$ cat config.mk
export PLATFORM = sky130hd
export DESIGN_NAME = mul_sequencer_flat
export DESIGN_NICKNAME = d
export VERILOG_FILES = /design/src/rtl/mul_sequencer_pkg.sv /design/src/rtl/mul_sequencer_if.sv /design/src/rtl/mul_sequencer.sv /design/src/flat_wrapper.sv
export SDC_FILE = /design/constraint.sdc
export NUM_CORES = 1
export LEC_CHECK = 0
export ABC_AREA = 1
export BUFFER_PORTS_ARGS = -buffer_cell sky130_fd_sc_hd__buf_2
export CAP_MARGIN = 20
export CORE_ASPECT_RATIO = 1.5
export CORE_MARGIN = 2
export CORE_UTILIZATION = 55
export CTS_CLUSTER_SIZE = 20
export DETAILED_ROUTE_END_ITERATION = 6
export PLACE_DENSITY = 0.89
export SYNTH_ARGS = -nofsm -noshare
export SYNTH_HDL_FRONTEND = slang
export SYNTH_SLANG_ARGS = --single-unit
$ cat constraint.sdc
create_clock -name clk -period 12.39 [get_ports clk]
set_input_delay 1.8585 -clock clk [delete_from_list [all_inputs] [get_ports clk]]
set_output_delay 1.8585 -clock clk [all_outputs]
set_load 0.01 [all_outputs]
$ cat src/rtl/mul_sequencer_pkg.sv
// mul_sequencer_pkg: state encodings, iteration count and ALU command shared by the MUL/MLA sequencer
package mul_sequencer_pkg;

    typedef enum logic [1:0] {
        MULSEQ_IDLE,
        MULSEQ_ITER,
        MULSEQ_ACC,
        MULSEQ_DONE
    } state_t;

    localparam int MULSEQ_ITERS = 32;

    localparam logic [3:0] ADD_EXE = 4'b0010;

endpackage

$ cat src/rtl/mul_sequencer_if.sv
// mul_sequencer_if: request/result handshake and shared-ALU borrow signals of the MUL/MLA sequencer
interface mul_sequencer_if;

    logic        start;
    logic        is_mla;
    logic [31:0] rm;
    logic [31:0] rs;
    logic [31:0] rn;
    logic [3:0]  sr_in;
    logic        flush;
    logic        alu_sel;
    logic [31:0] alu_val1;
    logic [31:0] alu_val2;
    logic        alu_cin;
    logic [3:0]  alu_exe_cmd;
    logic [31:0] alu_result;
    logic        busy;
    logic        done;
    logic [31:0] result;
    logic [3:0]  sr_out;

    modport master (
        output start, is_mla, rm, rs, rn, sr_in, flush, alu_result,
        input  alu_sel, alu_val1, alu_val2, alu_cin, alu_exe_cmd, busy, done, result, sr_out
    );

    modport slave (
        input  start, is_mla, rm, rs, rn, sr_in, flush, alu_result,
        output alu_sel, alu_val1, alu_val2, alu_cin, alu_exe_cmd, busy, done, result, sr_out
    );

endinterface

$ cat src/rtl/mul_sequencer.sv
// mul_sequencer: shift-add MUL/MLA through the shared EXE ALU; MUL_EARLY_TERM_EN stops once the multiplier runs out of set bits
module mul_sequencer
    import mul_sequencer_pkg::*;
#(
    parameter int ITER_W = 6
) (
    input logic          clk,
    input logic          rst,
    mul_sequencer_if.slave bus
);

    state_t            state, next;
    logic [31:0]       acc, mcand, mplier, rn_q, res_q;
    logic [ITER_W-1:0] count;
    logic              mla_q, last, skip, take, busy, done;
    logic [1:0]        cv_q;
    logic [3:0]        sr_o_q, sr_now;

    assign take = state == MULSEQ_IDLE && bus.start && !bus.flush;

`ifdef MUL_EARLY_TERM_EN
    assign last = count == ITER_W'(MULSEQ_ITERS - 1) || mplier[31:1] == '0;
    assign skip = bus.rs == '0;
`else
    assign last = count == ITER_W'(MULSEQ_ITERS - 1);
    assign skip = 1'b0;
`endif

    assign sr_now = {acc == '0, cv_q[1], acc[31], cv_q[0]};

    // State register
    always_ff @(posedge clk or posedge rst) begin
        if (rst) state <= MULSEQ_IDLE;
        else     state <= next;
    end

    // Next-state decode and ALU/handshake drive
    always_comb begin
        next = state;
        unique case (state)
            MULSEQ_IDLE: next = take ? (skip ? (bus.is_mla ? MULSEQ_ACC : MULSEQ_DONE) : MULSEQ_ITER) : MULSEQ_IDLE;
            MULSEQ_ITER: next = last ? (mla_q ? MULSEQ_ACC : MULSEQ_DONE) : MULSEQ_ITER;
            MULSEQ_ACC:  next = MULSEQ_DONE;
            default:     next = MULSEQ_IDLE;
        endcase
        if (bus.flush) next = MULSEQ_IDLE;
        busy            = state == MULSEQ_ITER || state == MULSEQ_ACC;
        done            = state == MULSEQ_DONE && !bus.flush;
        bus.busy        = busy;
        bus.alu_sel     = busy;
        bus.alu_val1    = acc;
        bus.alu_val2    = state == MULSEQ_ACC ? rn_q : (state == MULSEQ_ITER && mplier[0]) ? mcand : '0;
        bus.alu_cin     = 1'b0;
        bus.alu_exe_cmd = ADD_EXE;
        bus.done        = done;
        bus.result      = done ? acc : res_q;
        bus.sr_out      = done ? sr_now : sr_o_q;
    end

    // Operand capture, shift-add step, accumulate and result hold
    always_ff @(posedge clk or posedge rst) begin
        if (rst) begin
            acc    <= '0;
            mcand  <= '0;
            mplier <= '0;
            rn_q   <= '0;
            mla_q  <= 1'b0;
            cv_q   <= '0;
            count  <= '0;
            res_q  <= '0;
            sr_o_q <= '0;
        end else begin
            if (take) begin
                mcand  <= bus.rm;
                mplier <= bus.rs;
                rn_q   <= bus.rn;
                mla_q  <= bus.is_mla;
                cv_q   <= {bus.sr_in[2], bus.sr_in[0]};
                acc    <= '0;
                count  <= '0;
            end
            if (state == MULSEQ_ITER) begin
                acc    <= bus.alu_result;
                mcand  <= mcand << 1;
                mplier <= mplier >> 1;
                count  <= count + 1'b1;
            end
            if (state == MULSEQ_ACC) acc <= bus.alu_result;
            if (done) begin
                res_q  <= acc;
                sr_o_q <= sr_now;
            end
        end
    end

endmodule

$ cat src/flat_wrapper.sv
// flat-port wrapper written by rule: the top's interface ports become plain ports
module mul_sequencer_flat import mul_sequencer_pkg::*;
#(
    parameter int ITER_W = 6
)
  (clk, rst, bus_start, bus_is_mla, bus_rm, bus_rs, bus_rn, bus_sr_in, bus_flush, bus_alu_result, bus_alu_sel, bus_alu_val1, bus_alu_val2, bus_alu_cin, bus_alu_exe_cmd, bus_busy, bus_done, bus_result, bus_sr_out);
  mul_sequencer_if bus_i ();
  input logic clk;
  input logic rst;
  input wire logic [$bits(bus_i.start)-1:0] bus_start;
  input wire logic [$bits(bus_i.is_mla)-1:0] bus_is_mla;
  input wire logic [$bits(bus_i.rm)-1:0] bus_rm;
  input wire logic [$bits(bus_i.rs)-1:0] bus_rs;
  input wire logic [$bits(bus_i.rn)-1:0] bus_rn;
  input wire logic [$bits(bus_i.sr_in)-1:0] bus_sr_in;
  input wire logic [$bits(bus_i.flush)-1:0] bus_flush;
  input wire logic [$bits(bus_i.alu_result)-1:0] bus_alu_result;
  output wire logic [$bits(bus_i.alu_sel)-1:0] bus_alu_sel;
  output wire logic [$bits(bus_i.alu_val1)-1:0] bus_alu_val1;
  output wire logic [$bits(bus_i.alu_val2)-1:0] bus_alu_val2;
  output wire logic [$bits(bus_i.alu_cin)-1:0] bus_alu_cin;
  output wire logic [$bits(bus_i.alu_exe_cmd)-1:0] bus_alu_exe_cmd;
  output wire logic [$bits(bus_i.busy)-1:0] bus_busy;
  output wire logic [$bits(bus_i.done)-1:0] bus_done;
  output wire logic [$bits(bus_i.result)-1:0] bus_result;
  output wire logic [$bits(bus_i.sr_out)-1:0] bus_sr_out;
  assign bus_i.start = bus_start;
  assign bus_i.is_mla = bus_is_mla;
  assign bus_i.rm = bus_rm;
  assign bus_i.rs = bus_rs;
  assign bus_i.rn = bus_rn;
  assign bus_i.sr_in = bus_sr_in;
  assign bus_i.flush = bus_flush;
  assign bus_i.alu_result = bus_alu_result;
  assign bus_alu_sel = bus_i.alu_sel;
  assign bus_alu_val1 = bus_i.alu_val1;
  assign bus_alu_val2 = bus_i.alu_val2;
  assign bus_alu_cin = bus_i.alu_cin;
  assign bus_alu_exe_cmd = bus_i.alu_exe_cmd;
  assign bus_busy = bus_i.busy;
  assign bus_done = bus_i.done;
  assign bus_result = bus_i.result;
  assign bus_sr_out = bus_i.sr_out;
  mul_sequencer #(.ITER_W(ITER_W)) u_core (.clk(clk), .rst(rst), .bus(bus_i));
endmodule
Word-level counts from Yosys, hierarchy flattened --
Index checks and enable logic that the tools add are counted.
Storage, ports and cells: register bits 175
Operators by class: mux-type cells 18, add/subtract/negate cells 1, eq/ne operators 4, reductions and logical operators 10
Operator list (count):
- $mux W32 | 10
- $logic_not A32 Y1 | 1
- $mux W6 | 2
- $add A6 B1 Y6 const B | 1
- $eq A6 B5 Y1 const B | 1
- $pmux W2 S3 | 1
- $eq A2 B2 Y1 const B | 2
- $logic_and A1 B1 Y1 | 4
- $mux W2 | 2
- $mux W4 | 1
- $reduce_bool A3 Y1 | 1
- $eq A2 B1 Y1 const B | 1
- $logic_not A2 Y1 | 1
- $mux W1 | 2
- $reduce_bool A2 Y1 | 1
- $logic_not A1 Y1 | 1
- $logic_or A1 B1 Y1 | 1

Logic depth before layout (Yosys ltp) --
Gate-level depths: netlist (run 1).
word-level depth 6, mapped depth 9, gate-level depth less buffers 7

Least setup slack after synthesis (run 1) --
No wires, ideal clock.
path type input-to-output, start in bus_flush, end out bus_result[0], stages 5, path slack 7.881 ns, buffers on the path 2, arrival 2.650 ns, cells stage by stage inv_2 -> nand2_1 -> buf_2 -> buf_2 -> o21ai_0
On the way: cells in the longest elaborated chain, start to end 3
Ends and longest elaborated chain:
- from (decl) | RTL line flat_wrapper.sv:16 | input wire logic [$bits(bus_i.flush)-1:0] bus_flush;
- $logic_not A1 Y1 | RTL line mul_sequencer.sv:48 | done = state == MULSEQ_DONE && !bus.flush;
- $logic_and A1 B1 Y1 | RTL line mul_sequencer.sv:48
- $mux W32 | RTL line mul_sequencer.sv:56 | bus.result = done ? acc : res_q;
- to (decl) | RTL line flat_wrapper.sv:25 | output wire logic [$bits(bus_i.result)-1:0] bus_result;
Every way passes these cells.

Worst setup path after layout (run 1) --
start in bus_flush, end out bus_sr_out[3]
On the way: cells in the longest elaborated chain, start to end 3
Ends and longest elaborated chain:
- $logic_not A1 Y1 | RTL line mul_sequencer.sv:48
- $logic_and A1 B1 Y1 | RTL line mul_sequencer.sv:48
- $mux W4 | RTL line mul_sequencer.sv:57 | bus.sr_out = done ? sr_now : sr_o_q;
- to (decl) | RTL line flat_wrapper.sv:26 | output wire logic [$bits(bus_i.sr_out)-1:0] bus_sr_out;
Every way passes these cells.

==> flow_metrics.tcl, run 1 <==
set metrics [dict create \
    status "completed" \
    synth_seq_cells 175 \
    reg2reg_slack_ns 9.13 \
    synthesis.area_um2 7510 \
    crit_type "input pin to primary output" \
    end_kind "primary output" \
    cp_slowest_cell "buf_12" \
    peakVddDrop_mv 0.103 \
    critical_path_arrival_ns 3.17 \
    drcViolationCount 0 \
    grt_overflow 0 \
    antenna_found_initial 3 \
    synth.top_cell.area_share_pct 58.3 \
    ys_warn_count 0 \
    drive_gt1_share_pct 27.1 \
    critPathBufInv 4 \
    crit_start "bus_flush" \
    slew_headroom_pct 46.7 \
    hold_class "flop to flop" \
    vias_per_cell 5.39 \
    p_leak_nw 4.75 \
    fp.dieH_um 147 \
    maxCapViolations 0 \
    num_rows 52 \
    io_pins 245 \
    drt-wirelength-per-cell_um 15.0 \
    synth_edf_count 0 \
    fmax_ghz 0.199 \
    setup_viol 0 \
    start_kind "input pin" \
    final_antenna_net_count 0 \
    worst_r2r_path_depth 9 \
    die_w_um 99.4 \
    rsz0062_at_grt "false" \
    tightest_slew_ns 0.800 \
    cts_tree "yes" \
    start_util_pct 56.0 \
    syn-instance-count 847 \
    finalCritPeriodShare_pct 40.6 \
    wl_um 18500 \
    synth_top_area_cell "dfrtp_1" \
    synth.avg_cell_area_um2 8.86 \
    fin_skew_ns 0.00711 \
    clk_pin_slew_worst_paths_ns 0.06 \
    crit_end "bus_sr_out[3]" \
    power_density_nw_per_um2 156 \
    cpLargestDelayFamily "simple AND/OR/NAND/NOR gates" \
    areaGrowthSynthToFinish_pct 24.3 \
    setup_tns_ns 0 \
    ys_seq_area_share_pct 58.3 \
    max_stage_delay_ns 0.28 \
    first_pass_iters 5 \
    grt_max_degree 91 \
    port_buffers 237 \
    synthTopCellsByArea "dfrtp_1 58%, nand2_1 7.9%, nor2_1 5.7%, o22ai_1 5.2%, inv_1 3.5%" \
    gp_congestion 0.835 \
    core_um2 13400 \
    critPathRequiredTime_ns 10.53 \
    multiInputGateArea_um2 2550 \
    vias 6652 \
    hold_viol 0 \
    ys.flop_type "dfrtp_1" \
    hpwlAfterDp_um 12800 \
    clockBufferDepth 2 \
    clock-root-buffer "clkbuf_16" \
    fillers 1075 \
    drtIter0Drc 285 \
    track_usage_pct 25.7 \
    cp.depth 10 \
    cts_setup_buffers 0 \
    synthArstFlopShare_pct 100 \
    crit_path_cell_trace "buf_2 > inv_2 > nand2_2 > buf_12 > nor2_1 > nand2_1 > nor2_1 > nand3_1 > nand2_1 > buf_2" \
    grt_pass1_vias 6307 \
    r2r-start "u_core.state[1]" \
    final_core_utilization_pct 69.6 \
    drv_slew 0 \
    regArea_um2 4380 \
    clk_latency_ns 0.41 \
    numCtsBuffers 17 \
    min_period_ns 5.03 \
    postCtsHoldBufs 0 \
    cts_sinks 175 \
    worstPathMaxFanout 48 \
    dieArea_um2 14600 \
    synthDistinctLibCells 27 \
    reg2reg_to "u_core.mcand[3]" \
    htree_num_levels 4 \
    post_cts_resized 0 \
    grt_pass1_wl_um 30400 \
    nets 1199 \
]
## Yosys cell counts (14+ instances only)
cell type  number
clkbuf_1       18
buf_4          14
o21ai_0        48
a31oi_1        30
o21ai_1        50
nand2_1       158
dfrtp_1       175
nand3_1        50
nor2_1        115
inv_1          71
o22ai_1        63
## cell families (layout without fill, tap and decap cells)
kind of cell / count (synthesis) / in the layout / share of synthesized area (%)
and+or+nand+nor: 330 / 330 / 17.7
xor gates and xnor gates: 1 / 1 / 0.117
DFF: 175 / 175 / 58.3
buffers and inverters: 135 / 354 / 7.97
AOI/OAI and AO/OA: 198 / 198 / 14.8
adders and majority gates: 6 / 6 / 1.00
other: 2 / 8 / 0.100
## worst min-delay path: stages (launching register included)
cell	delay (ns)
dfrtp_1	0.32
nand2_1	0.05
nand2_1	0.07
## worst min-delay path by stage
stage / startpoint / end / slack [ns] / cells past startpoint
floorplan: u_core.cv_q[1] / u_core.cv_q[1] / 0.45 / 2
global route: u_core.sr_o_q[3] / u_core.sr_o_q[3] / 0.49 / 2
detailed placement: u_core.sr_o_q[1] / u_core.sr_o_q[1] / 0.46 / 2
CTS: u_core.sr_o_q[2] / u_core.sr_o_q[2] / 0.48 / 2
finish: u_core.sr_o_q[3] / u_core.sr_o_q[3] / 0.47 / 2
global placement: u_core.sr_o_q[3] / u_core.sr_o_q[3] / 0.46 / 2
## power by group
part | switching [W] | internal, W | total, W
sequential | 0.0000433 | 0.000651 | 0.000695
combinational | 0.000141 | 0.0000908 | 0.000232
clock | 0.000228 | 0.000301 | 0.000530
total | 0.000413 | 0.00104 | 0.00146
## layer usage
layer | wire [um] | GRT usage (%)
met3 | 1230 | 4.47
met5 | 0 | 0
met4 | 583 | 12.7
met1 | 7410 | 33.2
met2 | 9300 | 41.7
## cell type report
type                    count  area share, %
diodes                      3         0.0804
well taps                 162           2.17
multi-input cells         540           27.3
repair buffers            248           14.2
inverters                  74           3.03
clock buffers              18           4.60
flip-flops and latches    175           46.9
clock inverters            14           1.68
## through the flow
stage / hold WS (ns) / power (W) / setup slack, ns / instances / area (um2)
global route: 0.493 / 0.00153 / 7.18 / 1234 / 9330
detailed placement: 0.461 / 0.000934 / 6.97 / 1195 / 8650
CTS: 0.478 / 0.00146 / 6.98 / 1227 / 9240
global placement: 0.456 / 0.000923 / 6.99 / 1195 / 8650
finish: 0.472 / 0.00146 / 7.36 / 1234 / 9330
floorplan: 0.449 / 0.000856 / 5.79 / 850 / 7520
## sequential cells by signal, indices dropped and copies added (netlist names)
register,flops
u_core.count,6
u_core.bus.alu_val1,32
u_core.res_q,32
u_core.mplier,32
u_core.sr_o_q,4
u_core.state,2
u_core.cv_q,2
u_core.mcand,32
u_core.mla_q,1
u_core.rn_q,32
## cell usage in the layout (no fill, tap or decap)
cell,synthesis,final
clkbuf_1,18,1
o211ai_1,1,1
inv_1,71,70
buf_2,13,237
a31oi_1,30,30
nand3_2,1,1
clkinvlp_4,0,3
bufinv_16,0,2
o22ai_1,63,63
a21oi_1,5,5
xnor2_1,1,1
buf_8,0,1
buf_12,0,1
buf_4,14,7
nand3_1,50,50
ha_1,6,6
nor2_4,1,1
clkinv_4,0,2
nand2_2,1,3
inv_8,0,1
or2_2,1,2
conb_1,2,5
clkbuf_16,0,17
nor2_1,115,115
nand2_1,158,156
diode_2,0,3
dfrtp_1,175,175
o31ai_1,1,1
clkinv_2,0,2
o21ai_1,50,50
o21ai_0,48,48
inv_2,3,3
inv_6,0,5
buf_16,0,2
nand4_1,2,2
Note: power is estimated with default switching activity, not from simulation.
==> run 2: changes to the inputs <==
--- a/config.mk
+++ b/config.mk
@@ -5,15 +5,15 @@
 export SDC_FILE = /design/constraint.sdc
 export NUM_CORES = 1
 export LEC_CHECK = 0
-export ABC_AREA = 1
+export ABC_AREA = 0
 export BUFFER_PORTS_ARGS = -buffer_cell sky130_fd_sc_hd__buf_2
 export CAP_MARGIN = 20
 export CORE_ASPECT_RATIO = 1.5
 export CORE_MARGIN = 2
-export CORE_UTILIZATION = 55
+export CORE_UTILIZATION = 46
 export CTS_CLUSTER_SIZE = 20
 export DETAILED_ROUTE_END_ITERATION = 6
-export PLACE_DENSITY = 0.89
+export PLACE_DENSITY = 0.79
 export SYNTH_ARGS = -nofsm -noshare
 export SYNTH_HDL_FRONTEND = slang
 export SYNTH_SLANG_ARGS = --single-unit
==> constraint.sdc (replaced) <==
create_clock -name clk -period 4.5 [get_ports clk]
set_input_delay 0.675 -clock clk [delete_from_list [all_inputs] [get_ports clk]]
set_output_delay 0.675 -clock clk [all_outputs]
set_load 0.01 [all_outputs]
==> flow_metrics.tcl, run 2 <==
set metrics [dict create \
    status "completed" \
    crit_type "flop to primary output" \
    vias 6441 \
    min_path_cells 3 \
    worstPathMaxFanout 61 \
    min_period_ns 3.16 \
    p_sw_w 0.00116 \
    drv_slew 0 \
    hpwlAfterDp_um 13000 \
    core_um2 16800 \
    final_cells 1227 \
    fin_skew_ns 0.00896 \
    ys.flop_type "dfrtp_1" \
    grt_use_met1_pct 25.9 \
    drcViolationCount 0 \
    numCtsBuffers 17 \
    clk_pin_slew_worst_paths_ns 0.07 \
    post_cts_resized 0 \
    maxCapViolations 0 \
    clock-root-buffer "clkbuf_16" \
    ys_seq_area_share_pct 55.9 \
    min-delay-start "bus_rn[10]" \
    grt_max_degree 176 \
    synth.top_cell.area_share_pct 55.9 \
    peakVddDrop_mv 0.324 \
    grt_pass1_wl_um 31700 \
    cts_tree "yes" \
    clockBufferDepth 2 \
    clk_latency_ns 0.42 \
    end_kind "primary output" \
    max_stage_delay_ns 0.52 \
    rsz0062_at_grt "false" \
    finalCritPeriodShare_pct 70.3 \
    r2r-start "u_core.state[1]" \
    final_core_utilization_pct 57.8 \
    power_density_nw_per_um2 434 \
    synth_seq_cells 175 \
    synth_edf_count 0 \
    crit_path_cell_trace "inv_1 > ha_4 > nand2_1 > nor2_2 > buf_4 > a22o_1 > buf_2" \
    final_antenna_net_count 0 \
    nets 1146 \
    pwr-share-seq_pct 47.9 \
    first_pass_iters 4 \
    syn-instance-count 797 \
    areaGrowthSynthToFinish_pct 23.7 \
    synthTopCellsByCount "219 x nand2_1, 175 x dfrtp_1, 113 x o21ai_0" \
    drtIter0Drc 352 \
    synthArstFlopShare_pct 100 \
    grt_use_met2_pct 38.8 \
    wl_um 19500 \
    fmax_ghz 0.316 \
    drive_gt1_share_pct 28.3 \
    grt_overflow 0 \
    vias_per_cell 5.25 \
    synthesis.area_um2 7840 \
    final_common_cell "buf_2" \
    dieArea_um2 18100 \
    track_usage_pct 21.7 \
    grt-busiest-layer "met2" \
    slew_headroom_pct 31.6 \
    antenna_found_initial 0 \
    die_w_um 111 \
    setup_viol 0 \
    p_leak_nw 4.83 \
    hold_class "input pin to flop" \
    reg2reg_slack_ns 1.95 \
    cts_setup_buffers 0 \
    p_sw_share_pct 27.7 \
    start_kind "flop" \
    fp.dieH_um 164 \
    synth.avg_cell_area_um2 9.83 \
    cp_slowest_cell "ha_4" \
    port_buffers 237 \
    critPathRequiredTime_ns 3.83 \
    synth_top_area_cell "dfrtp_1" \
    postCtsHoldBufs 0 \
    drt-wirelength-per-cell_um 15.9 \
    hold_viol 0 \
    dp.cells 1194 \
    grt_pass1_vias 6391 \
    setup_tns_ns 0 \
    cts_sinks 175 \
    p_clk_share_pct 37.3 \
    critical_path_arrival_ns 2.49 \
    holdWs_ns 0.438 \
    min_to "u_core.rn_q[10]" \
    start_util_pct 46.7 \
    num_rows 58 \
    htree_num_levels 4 \
    synthTopCellsByArea "dfrtp_1 56%, nand2_1 10%, mux2i_1 8.0%, o21ai_0 7.2%, a22o_1 3.6%" \
    ys_warn_count 0 \
    gp_congestion 0.774 \
    power.internal_w 0.00304 \
    gr-usage-met3_pct 4.65 \
    reg2reg_to "u_core.bus.alu_val1[8]" \
    io_pins 245 \
    worst_r2r_path_depth 6 \
    layout_common_cells "237 x buf_2, 219 x nand2_1, 175 x dfrtp_1" \
    synth.most_common_cell "nand2_1" \
    tightest_slew_ns 1.03 \
    combinationalPowerShare_pct 14.9 \
    synthDistinctLibCells 32 \
]
[run 2: cell types whose count changed after synthesis, moves of 30 or more]
cell      previous run  this run
o211ai_1             1        33
nand3_1             50         2
a31oi_1             30         0
inv_1               71        38
mux2i_1              0        63
o22ai_1             63         1
nor2_1             115         2
o21ai_0             48       113
a22o_1               0        32
nand2_1            158       219
o21ai_1             50        16
[run 2: metrics by stage]
stage | worst slack, ns | area, um2 | total power, W
CTS | 1.29 | 9690 | 0.00425
global route | 1.15 | 9690 | 0.00442
floorplan | 1.59 | 7850 | 0.00242
detailed placement | 1.60 | 9070 | 0.00267
global placement | 1.65 | 9070 | 0.00264
finish | 1.34 | 9700 | 0.00421
[run 2: logic make-up after synthesis]
logic type | Yosys count | share of synthesized area [%]
and+or+nand+nor | 241 | 12.2
other | 2 | 0.0958
muxes | 65 | 8.53
DFF | 175 | 55.9
AOI/OAI and AO/OA | 203 | 15.7
buffers and inverters | 105 | 6.58
adders and majority gates | 6 | 0.958
[run 2: cell type report]
type,count,area (um2)
diodes,1,2.50
clock buffers,19,433
clock inverters,13,186
fillers,1435,7070
inverters,39,150
multi-input cells,520,2970
flip-flops and latches,175,4380
well taps,210,263
repair buffers,250,1310
[run 2: per-layer routing]
layer  vias to the layer above  part of all wire (%)
met5                         -                     0
met4                         0                   2.0
met3                        29                   4.8
met2                       208                    52
met1                      3092                    41
li1                       3112                     -
[run 2: critical path, delay by kind of cell, from the launching register on]
family | cells | cell delay, ns
DFF | 1 | 0.44
AOI/OAI and AO/OA | 1 | 0.21
buffers and inverters | 3 | 0.62
adders and majority gates | 1 | 0.52
and+or+nand+nor | 2 | 0.23
[run 2: worst max path at each step]
stage                          startpoint                      to  slack [ns]  depth (start not counted)
after detailed placement        bus_flush          bus_result[19]        1.60                          5
after global placement          bus_flush          bus_result[19]        1.65                          5
after CTS                 u_core.state[1]        bus_alu_val2[22]        1.29                          7
after floorplan                       rst  u_core.bus.alu_val1[0]        1.59                          1
final                     u_core.state[1]        bus_alu_val2[22]        1.34                          7
after global routing      u_core.state[1]        bus_alu_val2[26]        1.15                          7
[run 2: power by group through the flow]
stage	logic, W	registers, W	clock network (W)
3_5_place_dp	0.000635	0.00203	0
3_3_place_gp	0.000613	0.00202	0
6_report	0.000625	0.00201	0.00157
5_1_grt	0.000713	0.00204	0.00166
4_1_cts	0.000636	0.00201	0.00160
2_1_floorplan	0.000421	0.00200	0
